**src/rtl/rs232out_arb.sv**
```systemverilog
// Two-requester round-robin transmit scheduler: arbitrates byte writes into a
// shared FIFO and drains it into the RS-232 transmitter one strobe at a time.
module rs232out_arb #(
  parameter int unsigned DEPTH_LOG2 = 4
) (
  input  logic                  clk,
  input  logic                  rst,
  input  logic                  req0_w,
  input  logic [7:0]            req0_d,
  output logic                  req0_rdy,
  input  logic                  req1_w,
  input  logic [7:0]            req1_d,
  output logic                  req1_rdy,
  input  logic                  rs232out_busy,
  output logic                  rs232out_w,
  output logic [7:0]            rs232out_d,
  output logic [DEPTH_LOG2:0]   level
);

  localparam int unsigned DEPTH = 2 ** DEPTH_LOG2;
  localparam int unsigned LW    = DEPTH_LOG2 + 1;

  typedef enum logic {
    S_IDLE   = 1'b0,
    S_SETTLE = 1'b1
  } state_t;

  state_t                r_state;
  logic [7:0]            r_mem [DEPTH];
  logic [DEPTH_LOG2-1:0] r_wptr;
  logic [DEPTH_LOG2-1:0] r_rptr;
  logic [LW-1:0]         r_level;
  logic                  r_last;
  logic                  r_strobe;
  logic [7:0]            r_data;

  logic                  w_full;
  logic                  w_push0;
  logic                  w_push1;
  logic                  w_push;
  logic                  w_pop;
  logic [7:0]            w_din;

  // Ready is a pure function of registered state and the competing request;
  // the two pushes are mutually exclusive because they need opposite r_last.
  assign w_full   = (r_level == LW'(DEPTH));
  assign req0_rdy = !w_full && (!req1_w || r_last);
  assign req1_rdy = !w_full && (!req0_w || !r_last);
  assign w_push0  = req0_w && req0_rdy;
  assign w_push1  = req1_w && req1_rdy;
  assign w_push   = w_push0 || w_push1;
  assign w_din    = w_push1 ? req1_d : req0_d;

  assign w_pop    = (r_state == S_IDLE) && (r_level != '0) && !rs232out_busy;

  assign rs232out_w = r_strobe;
  assign rs232out_d = r_data;
  assign level      = r_level;

  // FIFO storage; contents need no reset since occupancy gates every read.
  always_ff @(posedge clk) begin
    if (w_push) begin
      r_mem[r_wptr] <= w_din;
    end
  end

  // Pointers, occupancy and round-robin history.
  always_ff @(posedge clk) begin
    if (rst) begin
      r_wptr  <= '0;
      r_rptr  <= '0;
      r_level <= '0;
      r_last  <= 1'b1;
    end else begin
      if (w_push) begin
        r_wptr <= r_wptr + DEPTH_LOG2'(1);
        r_last <= w_push1;
      end
      if (w_pop) begin
        r_rptr <= r_rptr + DEPTH_LOG2'(1);
      end
      case ({w_push, w_pop})
        2'b10:   r_level <= r_level + LW'(1);
        2'b01:   r_level <= r_level - LW'(1);
        default: r_level <= r_level;
      endcase
    end
  end

  // Drain FSM: one strobe, then a settle cycle while the transmitter raises busy.
  always_ff @(posedge clk) begin
    if (rst) begin
      r_state  <= S_IDLE;
      r_strobe <= 1'b0;
      r_data   <= 8'h00;
    end else begin
      r_strobe <= 1'b0;
      case (r_state)
        S_IDLE: begin
          if (w_pop) begin
            r_strobe <= 1'b1;
            r_data   <= r_mem[r_rptr];
            r_state  <= S_SETTLE;
          end
        end
        S_SETTLE: begin
          r_state <= S_IDLE;
        end
        default: begin
          r_state <= S_IDLE;
        end
      endcase
    end
  end

endmodule

```
**config.mk**
```make
export PLATFORM = sky130hd
export DESIGN_NAME = rs232out_arb
export DESIGN_NICKNAME = d
export VERILOG_FILES = /design/src/rtl/rs232out_arb.sv
export SDC_FILE = /design/constraint.sdc
export NUM_CORES = 1
export LEC_CHECK = 0
export ABC_AREA = 1
export ABC_CLOCK_PERIOD_IN_PS = 2900
export BUFFER_PORTS_ARGS = -buffer_cell sky130_fd_sc_hd__buf_2
export CELL_PAD_IN_SITES_DETAIL_PLACEMENT = 1
export CELL_PAD_IN_SITES_GLOBAL_PLACEMENT = 1
export CORE_ASPECT_RATIO = 1.25
export CORE_MARGIN = 5
export CORE_UTILIZATION = 35
export CTS_CLUSTER_DIAMETER = 30
export DETAILED_ROUTE_END_ITERATION = 7
export PLACE_DENSITY = 0.65
export SYNTH_ARGS = -nofsm -noshare
export SYNTH_HDL_FRONTEND = slang
export SYNTH_SLANG_ARGS = --single-unit
```
**constraint.sdc**
```tcl
create_clock -name clk -period 2.9 [get_ports clk]
set_input_delay 0.58 -clock clk [delete_from_list [all_inputs] [get_ports clk]]
set_output_delay 0.58 -clock clk [all_outputs]
set_load 0.05 [all_outputs]
```
==> metrics.md <==
| Metric | Value |
|---|---|
| Die Ht | `166.3 microns` |
| Worst flop-to-flop path endpoint | `level[4]$_SDFFE_PP0P_` |
| Register area share after synthesis | `62.96%` |
| Critical Path Start Type | `register` |
| Most frequent cell after synthesis | `nand2_1` |
| Vias in the first global route | `5228` |
| Primary FF master, synth | `edfxtp_1` |
| Post-CTS setup buffers | `0` |
| DRC | `0` |
| Resized cells post-CTS | `0` |
| Top cells by area, synth | `edfxtp_1, nand2_1, nand3_1, dfxtp_1, inv_1` |
| Rel. slew slack | `49.21%` |
| CP Capture Type | `register` |
| Max Clk Rate | `0.3994 GHz` |
| Critical path class | `reg2reg` |
| Fraction of registers with async set/reset | `0%` |
| Status | `finished clean` |
| Hold Buf Count CTS | `0` |
| Synth top area share | `56.22%` |
| Area delta synth->final | `15.25%` |
| Fraction of layout cells with a size suffix above 1 | `13.94%` |
| Die width | `135.0 microns` |
| Worst slew pin tran | `0.7618 ns` |
| Pwr/cell area | `874.7 nW/um^2` |
| Yosys warnings | `0` |
| Max-slew violations | `0` |
| Root buf cell | `clkbuf_16` |
| Vias per cell | `4.749` |
| Reg2Reg Depth | `16` |
| Mapped Area | `6837 sq um` |
| Clock period minus worst slack | `2.504 ns` |
| Unrepaired setup endpoints after global routing | `false` |
| Fin. Hold Viols | `0` |
| Num CTS Buffers | `17` |
| NumNets Final | `769` |
| Setup TNS | `0 ns` |
| Initial Util | `35.37%` |
| Initial antenna violation count | `0` |
| Final antenna-violating net count | `0` |
| Boundary pin count | `37` |
| Synth cell types | `29` |
| Commonest cells post-synth | `nand2_1, edfxtp_1, nand3_1` |
| Setup Skew | `0.006489 ns` |
| Hold endpoint | `r_state$_SDFF_PP0_` |
| HP Start | `rs232out_busy` |
| Worst EP required | `3.26 ns` |
| Reg clk slew, reported paths | `0.06 ns` |
| Total wire length | `18080 microns` |
| Core Util, Final | `40.77%` |
| All-Layer GR Usage | `17.04%` |
| Number of enable flip-flop cells after synthesis | `128` |
| Worst-path fanout max | `13` |
| Area of the core | `19330 sq um` |
| GP Congestion | `0.8529` |
| Fill count | `2195` |
| Hold WC Path Type | `in2reg` |
| Vias | `4834` |
| Final global-route overflow total | `0` |
| DR WL/cell | `17.76 microns` |
| Mapped Cells | `697` |
| Synthesized netlist net count | `726` |
| H-tree depth | `4` |
| CP arrival | `2.86 ns` |
| Iter 0 DRT Violations | `285` |
| Syn Area/Cell | `9.809 sq um` |
| Die area | `22450 sq um` |
| CTS Sinks | `151` |
| Setup violators final | `0` |
| Diodes inserted | `0` |
| Tcrit/Tclk final | `86.33%` |
| Largest net degree at the start of global routing | `67` |
| Max_cap viols | `0` |
| Clk_lat worst skew | `0.43 ns` |
| Leak pwr | `3.370 nW` |
| First-pass GRT wire length | `29020 microns` |
| DRT Pass-1 Iters | `4` |
| CTS tree | `yes` |
| Area leader, netlist | `edfxtp_1` |
| Synth Register Bits | `151` |
| IO buf count | `36` |
| Peak VDD IR | `0.4579 mV` |
| Post-DP HPWL | `11950 microns` |
| Worst hold stages | `4` |
| Worst reg-to-reg setup slack | `0.40 ns` |
| Longest Clk Path Bufs | `2` |
| Launching point of the worst reg2reg path | `level[0]$_SDFFE_PP0P_` |
| Rows | `57` |
-- report_power, final --
| part | internal (mW) | leakage [nW] | switching [mW] |
|---|---|---|---|
| logic | 0.571 | 1.76 | 1.55 |
| clock network | 1.25 | 0.265 | 0.864 |
| registers | 2.56 | 1.35 | 0.0957 |
-- routing by layer --
| metal | vias to the layer above | global-route usage [%] | share of wire [%] |
|---|---|---|---|
| li1 | 2341 | - | - |
| met3 | 22 | 3.303 | 3.2 |
| met5 | - | 0 | 0 |
| met1 | 2393 | 19.95 | 41 |
| met4 | 0 | 5.305 | 1.8 |
| met2 | 78 | 31.18 | 54 |
-- cells by family (layout without fill, tap and decap cells) --
kind of cell    Yosys count  after routing  share of synthesized area, %
flops                   151            151                         62.96
mux                       8              8                         1.647
simple gates            366            366                         22.66
buf+inv                 131            187                         8.272
compound gates           26             26                         2.105
fa+ha+maj                 8              8                         1.464
xor+xnor                  7              7                        0.8968
-- flip-flops by register name, indices dropped and copies added (netlist names) --
register / flops
r_mem: 128
rs232out_d: 8
level: 5
r_rptr: 4
r_wptr: 4
r_last: 1
r_state: 1
-- worst max-delay path by stage --
stage | start | endpoint | slack (ns) | depth (start not counted)
global route | level[0]$_SDFFE_PP0P_ | level[4]$_SDFFE_PP0P_ | 0.07 | 16
global placement | req0_w | level[4]$_SDFFE_PP0P_ | 0.36 | 16
finish | level[0]$_SDFFE_PP0P_ | level[4]$_SDFFE_PP0P_ | 0.40 | 16
floorplan | level[2]$_SDFFE_PP0P_ | level[4]$_SDFFE_PP0P_ | 0.37 | 16
detailed placement | req0_w | level[4]$_SDFFE_PP0P_ | 0.25 | 16
CTS | level[0]$_SDFFE_PP0P_ | level[4]$_SDFFE_PP0P_ | 0.37 | 16
-- critical path, cell delays in order, from the launching register on --
cell and delay (ns):
dfxtp_1 0.37, nor2_2 0.20, nand4_4 0.14, nand3_4 0.21, nand2_4 0.12, inv_1 0.13
ha_1 0.29, xor2_1 0.23, ha_1 0.18, inv_1 0.04, nand2_1 0.09, nand3_1 0.10
nand2_1 0.07, nand2_1 0.04, nand2_1 0.05, nand2_1 0.05, a21oi_1 0.11
-- cell type report --
cell class	instances	area [sq um]	area share, %
multi-input cells	415	1967	24.96
flip-flops and latches	151	4305	54.65
clock buffers	18	429.2	5.447
repair buffers	55	335.3	4.256
inverters	100	375.4	4.764
well taps	265	331.6	4.208
clock inverters	14	135.1	1.715
-- stage by stage --
step           hold slack [ns]  power, mW  std cells  setup WS (ns)  area [sq um]
4_1_cts                 0.4754      6.981       1018         0.3732          7879
5_1_grt                 0.5107      7.302       1018        0.06583          7879
3_5_place_dp            0.5116      4.849        986         0.2541          7315
3_3_place_gp            0.5043      4.761        986         0.3636          7315
6_report                0.4930      6.891       1018         0.3963          7879
2_1_floorplan           0.4808      4.236        697         0.3706          6837
-- layout by cell type, fill, tap and decap left out --
cell and count:
mux2_2 2, ha_1 8, nand3_2 1, clkinvlp_4 5, o21ai_1 7, buf_4 18
inv_1 94, nand3_1 100, buf_2 36, nand4_4 1, clkbuf_1 1, edfxtp_1 128
bufinv_16 2, nand4_1 1, clkinv_1 3, a21oi_2 1, nor2_2 1, dfxtp_2 1
xor2_1 7, clkinv_2 5, a21boi_0 1, buf_12 1, dfxtp_1 22, mux2_4 6
inv_2 4, nor2_1 54, clkinv_4 1, o21ai_0 7, o211ai_2 1, nand2_4 1
clkbuf_16 17, nand2_1 206, nand3_4 1, a21oi_1 9
Power figures use the tool's default switching activity.
